## src/rtl/leaf_delta_decode.sv

```systemverilog
// Snapshot-differencing decoder for the leaf_delta accumulator readback stream.
// Define LEAF_DELTA_DECODE_SKID_EN to add a 2-entry skid buffer with a registered in_ready.
module leaf_delta_decode #(
  parameter int WIDTH = 16,
  parameter int CNT_W = 8
) (
  input  logic             clk,
  input  logic             rst_n,
  input  logic             in_valid,
  output logic             in_ready,
  input  logic [WIDTH-1:0] in_acc,
  input  logic             in_last,
  output logic             out_valid,
  input  logic             out_ready,
  output logic [WIDTH-1:0] out_delta,
  output logic [1:0]       out_a_hi,
  output logic [1:0]       out_b_lo,
  output logic             out_first,
  output logic             out_last,
  output logic [CNT_W-1:0] out_idx
);

  localparam int BEAT_W = WIDTH + 2 + CNT_W;

  typedef enum logic {
    FIRST = 1'b0,
    MID   = 1'b1
  } state_t;

  state_t             state;
  state_t             state_next;
  logic [WIDTH-1:0]   prev;
  logic [CNT_W-1:0]   idx;
  logic [CNT_W-1:0]   idx_next;
  logic [CNT_W-1:0]   beat_idx;
  logic               beat_first;
  logic               accept;
  logic [WIDTH-1:0]   beat_delta;
  logic [BEAT_W-1:0]  beat;
  logic [BEAT_W-1:0]  head;

  assign accept     = in_valid && in_ready;
  assign beat_delta = in_acc - prev;
  assign beat       = {beat_delta, beat_first, in_last, beat_idx};

  always_comb begin
    state_next = state;
    beat_first = 1'b0;
    beat_idx   = idx;
    case (state)
      FIRST: begin
        beat_first = 1'b1;
        beat_idx   = '0;
        if (accept && !in_last) state_next = MID;
      end
      MID: begin
        if (accept && in_last) state_next = FIRST;
      end
      default: state_next = FIRST;
    endcase
  end

  // idx always holds the tag the next beat would get; it saturates instead of wrapping.
  always_comb begin
    idx_next = idx;
    if (accept) begin
      if (in_last) begin
        idx_next = '0;
      end else if (beat_idx == {CNT_W{1'b1}}) begin
        idx_next = beat_idx;
      end else begin
        idx_next = beat_idx + 1'b1;
      end
    end
  end

  always_ff @(posedge clk or negedge rst_n) begin
    if (!rst_n) begin
      state <= FIRST;
      idx   <= '0;
      prev  <= '0;
    end else begin
      state <= state_next;
      idx   <= idx_next;
      if (accept) begin
        prev <= in_last ? '0 : in_acc;
      end
    end
  end

`ifdef LEAF_DELTA_DECODE_SKID_EN
  logic [BEAT_W-1:0] ent0;
  logic [BEAT_W-1:0] ent1;
  logic [1:0]        count;
  logic [1:0]        count_next;
  logic              ready_q;
  logic              pop;

  assign out_valid = (count != 2'd0);
  assign pop       = out_valid && out_ready;
  assign in_ready  = ready_q;
  assign head      = ent0;

  always_comb begin
    count_next = count;
    case ({accept, pop})
      2'b10:   count_next = count + 2'd1;
      2'b01:   count_next = count - 2'd1;
      default: count_next = count;
    endcase
  end

  // ent0 is the head seen by the sink; ent1 only fills while the head is stalled.
  always_ff @(posedge clk or negedge rst_n) begin
    if (!rst_n) begin
      ent0    <= '0;
      ent1    <= '0;
      count   <= 2'd0;
      ready_q <= 1'b0;
    end else begin
      count   <= count_next;
      ready_q <= (count_next < 2'd2);
      if (pop) begin
        if (accept) begin
          if (count == 2'd2) begin
            ent0 <= ent1;
            ent1 <= beat;
          end else begin
            ent0 <= beat;
          end
        end else begin
          ent0 <= ent1;
        end
      end else if (accept) begin
        if (count == 2'd0) begin
          ent0 <= beat;
        end else begin
          ent1 <= beat;
        end
      end
    end
  end
`else
  logic [BEAT_W-1:0] out_q;
  logic              valid_q;
  logic              ready_en;

  // ready_en keeps in_ready low through the cycle in which reset releases.
  assign in_ready  = ready_en && (!valid_q || out_ready);
  assign out_valid = valid_q;
  assign head      = out_q;

  always_ff @(posedge clk or negedge rst_n) begin
    if (!rst_n) begin
      out_q    <= '0;
      valid_q  <= 1'b0;
      ready_en <= 1'b0;
    end else begin
      ready_en <= 1'b1;
      valid_q  <= accept || (valid_q && !out_ready);
      if (accept) begin
        out_q <= beat;
      end
    end
  end
`endif

  assign {out_delta, out_first, out_last, out_idx} = head;
  assign out_a_hi = out_delta[WIDTH-1:WIDTH-2];
  assign out_b_lo = out_delta[1:0];

endmodule

```

## config.mk

```make
export PLATFORM = sky130hd
export DESIGN_NAME = leaf_delta_decode
export DESIGN_NICKNAME = d
export VERILOG_FILES = /design/src/rtl/leaf_delta_decode.sv
export SDC_FILE = /design/constraint.sdc
export NUM_CORES = 1
export LEC_CHECK = 0
export CAP_MARGIN = 20
export CORE_UTILIZATION = 47
export CTS_BUF_LIST = sky130_fd_sc_hd__clkbuf_8
export DETAILED_ROUTE_END_ITERATION = 8
export HOLD_SLACK_MARGIN = 0.03
export PLACE_DENSITY = 0.71
export SLEW_MARGIN = 30
export SYNTH_ARGS = -nofsm -noshare
export SYNTH_HDL_FRONTEND = slang
export SYNTH_SLANG_ARGS = --single-unit
```

## constraint.sdc

```tcl
create_clock -name clk -period 2.7 [get_ports clk]
set_clock_uncertainty 0.15 [all_clocks]
set_input_delay 0.81 -clock clk [delete_from_list [all_inputs] [get_ports clk]]
set_output_delay 0.81 -clock clk [all_outputs]
set_load 0.01 [all_outputs]
```

After elaboration in Yosys (flattened, before gate mapping). Index checks and enable logic that the tools add are counted.

Bits of input ports: 21. Logic and storage cells: 28. Register bits: 53.

Reduce and logical (&&, ||, !) cells: 10. Muxes and demuxes: 8. Eq/ne operators: 1. Add/sub/neg operators: 2. Bitwise operators: 1.

Operators with widths (number): $mux W8 (3); $mux W16 (1); $sub A16 B16 Y16 (1); $add A8 B1 Y8 const B (1); $eq A8 B8 Y1 const B (1); $logic_and A1 B1 Y1 (5); $logic_not A1 Y1 (3); $mux W1 (3); $logic_or A1 B1 Y1 (2); $pmux W1 S2 (1); $not A1 Y1 (1).

Longest topological paths before layout. Gate-level depths: netlist of run 1.

Depth in word-level cells: 7. Gate-level depth with buffers: 9. Depth with buffers taken out: 9.

Worst setup path before layout of run 1. Ideal clock, no wire load.

Path kind: in2reg. Start point: input in_acc[0]. End point: register out_q[24] (netlist: head[24]). Path buffers: 0. Path slack: -0.120 ns. Stages: 9. Arrival: 2.594 ns. Library setup time: 0.076 ns. Data required time: 2.474 ns. Cell sequence: inv_1 ha_1 fa_1 and2b_1 o2111ai_2 a2111oi_2 a311oi_1 xor2_1 o21ai_1.

Word-level cells in the longest chain between the ends: 1.

RTL lines: from (decl) (line 11) `input logic [WIDTH-1:0] in_acc,`; $sub A16 B16 Y16 (line 43) `assign beat_delta = in_acc - prev;`; to (signal assigned) (line 162) `out_q <= beat;`; to (decl) (line 144) `logic [BEAT_W-1:0] out_q;`.

Every way passes these cells. A chain may end at the register's enable or synchronous reset.

Worst setup path after layout of run 1.
Start point: input in_acc[0]. End point: register prev[0].

Word-level cells in the longest chain between the ends: 1.

RTL lines: $mux W16 (line 86) `prev <= in_last ? '0 : in_acc;`; to (signal assigned) (line 86); to (decl) (line 32) `logic [WIDTH-1:0] prev;`.

Every way passes these cells.

==> results of run 1 <==
[state kept, by name, indices dropped and copies added (netlist names), named ones only]
register / flops
head: 26
idx: 8
out_valid: 1
prev: 16
ready_en: 1
[per-layer routing]
layer / wire length [µm] / share of wire (%)
met5: 0 / 0
met3: 262 / 3.7
met4: 113 / 1.6
met1: 3160 / 45
met2: 3560 / 50
[synth_stat cells, drive strengths merged (5+ instances only)]
library cell / number / area, µm²
xnor2: 5 / 43.8
dfrtp: 53 / 1330
o21ai: 48 / 244
nand2b: 6 / 37.5
ha: 16 / 200
nand2: 56 / 210
xor2: 7 / 61.3
nand3b: 14 / 105
inv: 21 / 78.8
nor2: 8 / 30.0
a21oi: 17 / 92.6
buf: 9 / 51.3
clkbuf: 10 / 37.5
[logic make-up (layout without fill, tap and decap cells)]
| logic type | after synthesis | count (layout) | synth area share (%) |
|---|---|---|---|
| and+or+nand+nor | 104 | 104 | 18.0 |
| DFF | 53 | 53 | 44.8 |
| xor gates and xnor gates | 12 | 12 | 3.55 |
| AOI/OAI and AO/OA | 94 | 94 | 19.7 |
| other | 1 | 1 | 0.127 |
| muxes | 2 | 2 | 0.718 |
| adders and majority gates | 17 | 17 | 7.44 |
| buffers and inverters | 40 | 136 | 5.66 |
[final cells by class]
class	count	area [µm²]
fillers	442	1840
inverters	21	78.8
multi-input cells	230	1610
well taps	75	93.8
repair buffers	107	928
clock buffers	5	68.8
clock inverters	3	43.8
flip-flops and latches	53	1330
[worst max-delay path by stage]
stage / start / to / slack [ps]
3_5_place_dp: in_acc[0] / head[24] / -670
6_report: in_acc[0] / prev[0] / 60
5_1_grt: in_acc[7] / head[25] / -20
3_3_place_gp: in_acc[0] / head[24] / -600
4_1_cts: in_acc[0] / head[24] / 0.4
2_1_floorplan: in_acc[0] / head[24] / -30
[stage by stage]
stage | hold WS [ps] | util [%]
floorplan | 303 | -
global placement | 310 | 63.0
detailed placement | 321 | 63.0
CTS | 135 | 67.7
global route | 127 | 69.3
finish | 129 | 69.3
[timing repair]
item                       CTS  global route
setup endpoints to repair    6             8
resized for setup           21            14
pin swaps                    8             8
buffers inserted            14             2
[report_power, final]
part | switching, mW | internal [mW]
Combinational | 0.497 | 0.564
Clock | 0.280 | 0.278
Sequential | 0.0907 | 0.934
Total | 0.868 | 1.78
[layout by cell type (no fill, tap or decap), types with 3 or more instances in the layout]
cell type        netlist  final
a21oi_1               15     13
a21oi_2                2      3
a22o_1                 3      3
buf_2                  2      3
buf_4                  4     54
clkbuf_8               0      5
clkdlybuf4s50_1        0     44
dfrtp_1               53     53
dlymetal6s2s_1         0      3
ha_1                  16      9
ha_4                   0      6
inv_1                 21     20
nand2_1               56     56
nand2b_1               6      6
nand3_1                3      3
nand3b_1              14     14
nor2_1                 8      8
nor3_1                 4      4
o21a_1                 4      4
o21ai_0               43     42
o21ai_1                4      5
o31ai_1                4      4
xnor2_1                5      5
xor2_1                 7      7
==> flow_metrics.py, run 1 <==
metrics = {
    "run_status": {
        "status": "finished clean",
    },
    "timing": {
        "fmax_mhz": 378,
        "setup-violations-final": 0,
        "tns_ps": 0,
        "hold_violations": 0,
        "report.final.slew_viol_count": 0,
        "fin_ws_ps": 55.6,
        "period_share_pct": 97.9,
        "period_minus_slack_ps": 2640,
    },
    "die": {
        "ios": 53,
        "core_area_um2": 5990,
        "row_count": 28,
        "dieHeight_um": 81.4,
        "die_area_um2": 6620,
        "dieWidth_um": 81.4,
        "start_util_pct": 49.4,
    },
    "worst_setup_path": {
        "worstSetupStartpointType": "input pin",
        "endpoint_kind": "flip-flop",
        "cp_top_family": "buffers and inverters",
        "path_common_cell": "buf_4",
        "arrival_ps": 2730,
        "cp_max_fo": 2,
        "r2r-end": "head[24]",
        "critical_path_cell_count": 16,
        "crit_slowest_cell": "o31ai_1",
        "reg2reg_depth": 8,
        "cp.required_ps": 2780,
        "crit_chain": "buf_2 -> inv_1 -> buf_4 -> buf_4 -> buf_4 -> buf_4 -> buf_4 -> buf_4 -> buf_4 -> buf_4 -> buf_4 -> buf_4 -> buf_4 -> buf_4 -> buf_4 -> o31ai_1",
        "cp_num_buf_inv": 15,
        "path_class": "in2reg",
        "rr_startpoint": "prev[0]",
        "r2r_setup_slack_ps": 340,
        "critical-path-max-stage-delay_ps": 220,
    },
    "detailed_routing": {
        "drt-wirelength-per-cell_um": 14.4,
        "totalWireLength_um": 7090,
        "dr.first_iter.drc_count": 159,
        "drt-vias-per-instance": 5.31,
        "dr.pass1.iters": 4,
        "dr_total_vias": 2622,
        "drc": 0,
        "drt.antenna.violating_nets": 0,
    },
    "global_routing": {
        "grt_pass1_vias": 2522,
        "grt_pass1_wl_um": 11600,
        "track_usage_pct": 22.9,
        "top_usage_layer": "met2",
        "grt_util_met1_pct": 28.9,
        "met3_usage_pct": 3.82,
        "grt_overflow_total": 0,
        "antenna_found_initial": 0,
        "use_met2_pct": 40.0,
        "grt_max_degree": 33,
    },
    "synth": {
        "synth_ff_type": "dfrtp_1",
        "synth_edf_count": 0,
        "yosysSeqAreaShare_pct": 44.8,
        "ys_ff_latch": 53,
        "syn_area_um2": 2960,
        "syn_avg_cell_area_um2": 9.17,
        "synthCells": 323,
        "synth_nets": 361,
        "synth-async-reset-ratio_pct": 100,
        "synth_warnings": 0,
        "synth.distinct_cells": 54,
    },
    "clock_network": {
        "cts_tree": "done",
        "clock-root-buffer": "clkbuf_8",
        "clock_sinks": 53,
        "clk_pin_slew_ps": 100,
        "clkLatencyLatePin_ps": 310,
        "holdBufCountCts": 0,
        "cts_buffer_depth": 2,
        "htreeDepth": 2,
        "cts_buffers": 5,
    },
    "placement": {
        "io_buffers": 52,
        "dp_slack_ps": -667,
        "gp_congestion": 0.811,
        "place_area_um2": 3780,
        "dp.cells": 470,
        "dpl.hpwl_um": 4940,
    },
    "final_layout": {
        "final_nets": 456,
        "fin_area_um2": 4150,
        "layout-drive-gt1-share_pct": 22.2,
        "fin_cells": 494,
        "num_antenna_cells": 0,
        "area_delta_synth_final_pct": 40.2,
    },
    "power": {
        "power_density_nw_per_um2": 637,
        "vdd_drop_max_uv": 333,
        "total_power_mw": 2.64,
        "cellLeakagePower_nw": 1.86,
    },
    "flow_run": {
        "drv_cap": 0,
    },
    "worst_hold_path": {
        "hp-class": "in2async",
    },
}
Note: power is estimated with default switching activity, not from simulation.
==> inputs of run 2 (changes only) <==
==> constraint.sdc (replaced) <==
create_clock -name clk -period 2.7 [get_ports clk]
set_clock_uncertainty 0.15 [all_clocks]
set_input_delay 0.54 -clock clk [delete_from_list [all_inputs] [get_ports clk]]
set_output_delay 0.54 -clock clk [all_outputs]
set_load 0.01 [all_outputs]
==> run 2 against run 1 <==
First-iteration DRC count fell by 33%. Largest cell class unchanged. Clock-buffer cell count is the same. Core utilization fell by 4.5 points. Sequential power about the same. Hold slack worse by 63 ps. Via count down 4.9%. Maximum frequency is 4.0% higher. Non-clock buffer count fell by 27. Critical endpoint is now head[18]. Sequential share of layout area up 2.2 points. Critical path depth decreased by 7. Critical path type unchanged. Final cell count shrank 5.5%. Routed wire length is 12% lower.
==> flow_metrics.py, run 2 (synthesis results as in run 1) <==
metrics = {
    "run_status": {
        "status": "finished clean",
    },
    "final_layout": {
        "layout-drive-gt1-share_pct": 14.0,
        "final_common_cell": "nand2_1",
        "largest_reg_flops": 26,
        "num_antenna_cells": 0,
        "area_delta_synth_final_pct": 31.1,
        "final_cell_mix": "56 x nand2_1, 53 x dfrtp_1, 49 x clkdlybuf4s50_1, 43 x o21ai_0, 26 x buf_4",
        "fin_cells": 467,
        "fin_area_um2": 3880,
        "final_nets": 429,
        "fin_util_pct": 64.8,
    },
    "detailed_routing": {
        "drt-vias-per-instance": 5.34,
        "dr.pass1.iters": 4,
        "dr_total_vias": 2494,
        "drc": 0,
        "dr.first_iter.drc_count": 106,
        "drt-wirelength-per-cell_um": 13.4,
        "totalWireLength_um": 6270,
        "drt.antenna.violating_nets": 0,
    },
    "die": {
        "ios": 53,
        "row_count": 28,
        "dieWidth_um": 81.4,
        "start_util_pct": 49.4,
        "dieHeight_um": 81.4,
        "core_area_um2": 5990,
        "die_area_um2": 6620,
    },
    "power": {
        "vdd_drop_max_uv": 373,
        "power_density_nw_per_um2": 648,
        "cellLeakagePower_nw": 1.71,
    },
    "timing": {
        "relSlewSlack_pct": 61.1,
        "hold_violations": 0,
        "worstMarginPinSlew_ps": 584,
        "fin_ws_ps": 157,
        "grt_setup_unrepaired": "no",
        "period_share_pct": 94.2,
        "report.final.slew_viol_count": 0,
        "period_minus_slack_ps": 2540,
        "setup-violations-final": 0,
        "fmax_mhz": 393,
    },
    "clock_network": {
        "htreeDepth": 2,
        "cts_tree": "done",
        "holdBufCountCts": 0,
        "clk_pin_slew_ps": 100,
        "cts_buffers": 5,
        "clkLatencyLatePin_ps": 310,
        "clock_sinks": 53,
        "cts_buffer_depth": 2,
        "clock-root-buffer": "clkbuf_8",
    },
    "global_routing": {
        "antenna_found_initial": 0,
        "grt_overflow_total": 0,
        "grt_pass1_vias": 2409,
        "track_usage_pct": 21.3,
        "grt_pass1_wl_um": 10900,
        "grt_max_degree": 44,
    },
    "worst_setup_path": {
        "cp.required_ps": 2770,
        "arrival_ps": 2610,
        "crit_chain": "clkdlybuf4s50_1 -> ha_1 -> and2b_2 -> o2111ai_4 -> buf_4 -> a21boi_1 -> o21a_1 -> o21a_1 -> o31ai_1",
        "cp_max_fo": 3,
        "path_class": "in2reg",
        "crit_slowest_cell": "clkdlybuf4s50_1",
        "path_common_cell": "o21a_1",
        "reg2reg_depth": 8,
        "endpoint_kind": "flip-flop",
        "cp_num_buf_inv": 2,
        "critical-path-max-stage-delay_ps": 430,
        "cp_top_family": "compound AO/OA/AOI/OAI gates",
        "critical_path_cell_count": 9,
        "worstSetupStartpointType": "input pin",
    },
    "placement": {
        "dp_slack_ps": -478,
        "dp.cells": 457,
        "io_buffers": 52,
        "gp_congestion": 0.808,
        "place_area_um2": 3700,
        "dpl.hpwl_um": 4740,
    },
    "flow_run": {
        "drv_cap": 0,
    },
    "worst_hold_path": {
        "hp-class": "in2async",
    },
}
## run 2: repair_timing
item	in CTS	in global routing
resized for setup	5	6
endpoints found under the hold margin	0	0
pin swaps	3	7
setup buffers	0	2
setup endpoints to repair	2	4
## run 2: worst paths after layout
kind | startpoint | end | slack, ps
setup / recovery | in_acc[2] | head[18] | 160
hold / removal | rst_n | head[14] | 70
setup reg to reg | prev[0] | head[24] | 220
hold reg to reg | head[17] | head[17] | 340
max in group asynchronous | rst_n | idx[5] | 1770
min in group clk | head[17] | head[17] | 340
## run 2: power breakdown
part	switching [mW]	internal [mW]	leakage, nW
Sequential	0.0918	0.935	0.682
Clock	0.269	0.278	0.0585
Combinational	0.453	0.488	0.974
Total	0.814	1.70	1.71
## run 2: final cells by class
class | instances | area [µm²]
Clock buffer | 5 | 68.8
Timing Repair Buffer | 80 | 756
Tap cell | 75 | 93.8
Sequential cell | 53 | 1330
Inverter | 21 | 78.8
Fill cell | 505 | 2110
Clock inverter | 3 | 43.8
Multi-Input combinational cell | 230 | 1510
## run 2: routing by layer
layer / global-route usage [%] / vias up / share of wire (%)
met5: 0 / - / 0
met4: 5.36 / 0 / 0.99
met3: 3.48 / 6 / 4.0
met2: 37.0 / 44 / 48
met1: 27.2 / 1189 / 47
li1: - / 1255 / -
## run 2: through the flow
stage	total power [mW]	setup TNS (ps)	hold slack, ps
after floorplan	1.53	0	94.4
after global placement	1.94	-1390	302
after detailed placement	1.97	-1560	322
after CTS	2.53	0	86.1
after global routing	2.69	0	113
final	2.51	0	65.6
## run 2: worst reg2reg max path, cell delays in order (launching register included)
cell and delay, ps:
dfrtp_1 420, ha_4 180, fa_2 390, and2b_2 260, o2111ai_4 140, a2111oi_4 420
a311oi_2 150, xor2_1 170, o21ai_1 130
==> inputs of run 3 (changes only) <==
Settings changed: CORE_UTILIZATION 47 to 50, DONT_BUFFER_PORTS set to 1, PLACE_DENSITY 0.71 to 0.63.
==> run 3 against run 2 <==
Final cell count is 16% lower. Sequential share of layout area is 7.8 points higher. Critical endpoint is now head[24]. First-iteration DRC count is 9.4% higher. Combinational power is 42% lower. Clock-buffer cell count stayed put. Die area is 5.9% lower. Largest power group unchanged. Largest cell class unchanged.
==> flow_metrics.py, run 3 (synthesis results as in run 1) <==
metrics = {
    "run_status": {
        "status": "finished clean",
    },
    "die": {
        "dieWidth_um": 78.9,
        "core_area_um2": 5610,
        "ios": 53,
        "row_count": 27,
        "dieHeight_um": 78.9,
        "die_area_um2": 6230,
        "start_util_pct": 52.8,
    },
    "detailed_routing": {
        "drc": 0,
        "drt-wirelength-per-cell_um": 15.1,
        "dr.first_iter.drc_count": 116,
        "dr.pass1.iters": 4,
        "drt.antenna.violating_nets": 0,
        "dr_total_vias": 2252,
        "totalWireLength_um": 5920,
        "drt-vias-per-instance": 5.74,
    },
    "flow_run": {
        "drv_cap": 0,
    },
    "placement": {
        "gp_congestion": 0.793,
        "dpl.hpwl_um": 4300,
        "io_buffers": 0,
        "place_area_um2": 3020,
        "dp.cells": 383,
    },
    "power": {
        "cellLeakagePower_nw": 1.40,
        "vdd_drop_max_uv": 267,
        "total_power_mw": 2.16,
        "power_density_nw_per_um2": 685,
    },
    "global_routing": {
        "grt_util_met1_pct": 27.0,
        "grt_pass1_vias": 2278,
        "grt_overflow_total": 0,
        "grt_pass1_wl_um": 10600,
        "track_usage_pct": 21.7,
        "met3_usage_pct": 5.17,
        "top_usage_layer": "met2",
        "use_met2_pct": 37.2,
        "grt_max_degree": 54,
        "antenna_found_initial": 0,
    },
    "clock_network": {
        "cts_buffer_depth": 2,
        "clock_sinks": 53,
        "cts_buffers": 5,
        "cts_setup_buffers": 0,
        "htreeDepth": 2,
        "clock-root-buffer": "clkbuf_8",
        "cts_tree": "done",
        "clk_pin_slew_ps": 100,
        "clkLatencyLatePin_ps": 310,
    },
    "worst_setup_path": {
        "path_class": "reg2reg",
        "r2r-end": "head[24]",
        "rr_startpoint": "prev[0]",
        "r2r_setup_slack_ps": 220,
        "cp.required_ps": 2790,
        "critical-path-max-stage-delay_ps": 440,
        "crit_chain": "ha_1 -> fa_1 -> and2b_1 -> o2111ai_2 -> a2111oi_2 -> a311oi_1 -> xor2_1 -> o21ai_1",
        "arrival_ps": 2570,
        "crit_slowest_cell": "a2111oi_2",
        "critPathLaunch": "prev[0]",
        "worstSetupStartpointType": "flip-flop",
        "cp_max_fo": 3,
        "endpoint_kind": "flip-flop",
        "reg2reg_depth": 8,
    },
    "timing": {
        "tns_ps": 0,
        "hold_violations": 0,
        "period_share_pct": 91.8,
        "setup-violations-final": 0,
        "grt_setup_unrepaired": "no",
        "report.final.slew_viol_count": 0,
        "period_minus_slack_ps": 2480,
        "fmax_mhz": 404,
    },
    "final_layout": {
        "fill_cells": 541,
        "fin_cells": 392,
        "final_common_cell": "nand2_1",
        "layout-drive-gt1-share_pct": 8.75,
        "largest_reg_flops": 26,
        "area_delta_synth_final_pct": 6.68,
        "final_cell_mix": "55 x nand2_1, 53 x dfrtp_1, 43 x o21ai_0, 21 x inv_1, 16 x ha_1",
        "num_antenna_cells": 0,
        "final_nets": 358,
        "fin_area_um2": 3160,
    },
    "worst_hold_path": {
        "hold_path_end": "idx[5]",
        "hp-class": "in2reg",
        "worstHoldPathCells": 1,
        "min-delay-start": "in_last",
    },
}
[run 3: worst max-delay path by stage]
stage | to | cells past startpoint
6_report | head[24] | 8
5_1_grt | head[24] | 8
4_1_cts | head[24] | 8
3_5_place_dp | head[24] | 9
3_3_place_gp | head[24] | 9
2_1_floorplan | head[24] | 9
[run 3: repair_timing]
item / CTS / global route
hold endpoints to repair: 53 / 0
hold buffers: 2 / 0
resized for setup: 0 / 0
[run 3: layout make-up]
cell class              count  area [µm²]  area share, %
inverters                  21        78.8           2.50
well taps                  72        90.1           2.85
flip-flops and latches     53        1330           42.0
clock buffers               5        68.8           2.18
multi-input cells         230        1470           46.5
clock inverters             2        35.0           1.11
repair buffers              9        90.1           2.85
[run 3: metrics by stage]
step	setup WS, ps	hold slack [ps]	util [%]
finish	223	164	56.3
global route	3.83	158	56.3
CTS	187	147	56.3
detailed placement	-25.0	95.6	53.8
global placement	43.3	95.5	53.8
floorplan	150	94.4	-
[run 3: per-layer routing]
layer	part of all wire, %	vias up
met1	46	1076
met4	1.5	0
met3	4.9	13
met5	0	-
li1	-	1110
met2	47	53
[run 3: power breakdown]
group / internal [mW] / switching (mW)
clock network: 0.270 / 0.255
registers: 0.935 / 0.157
logic: 0.226 / 0.321
total: 1.43 / 0.733
[run 3: critical path, delay by kind of cell (launching register included)]
kind / cells / cell delay (ps)
xor gates and xnor gates: 1 / 160
DFF: 1 / 390
and+or+nand+nor: 1 / 240
AOI/OAI and AO/OA: 4 / 880
adders and majority gates: 2 / 600
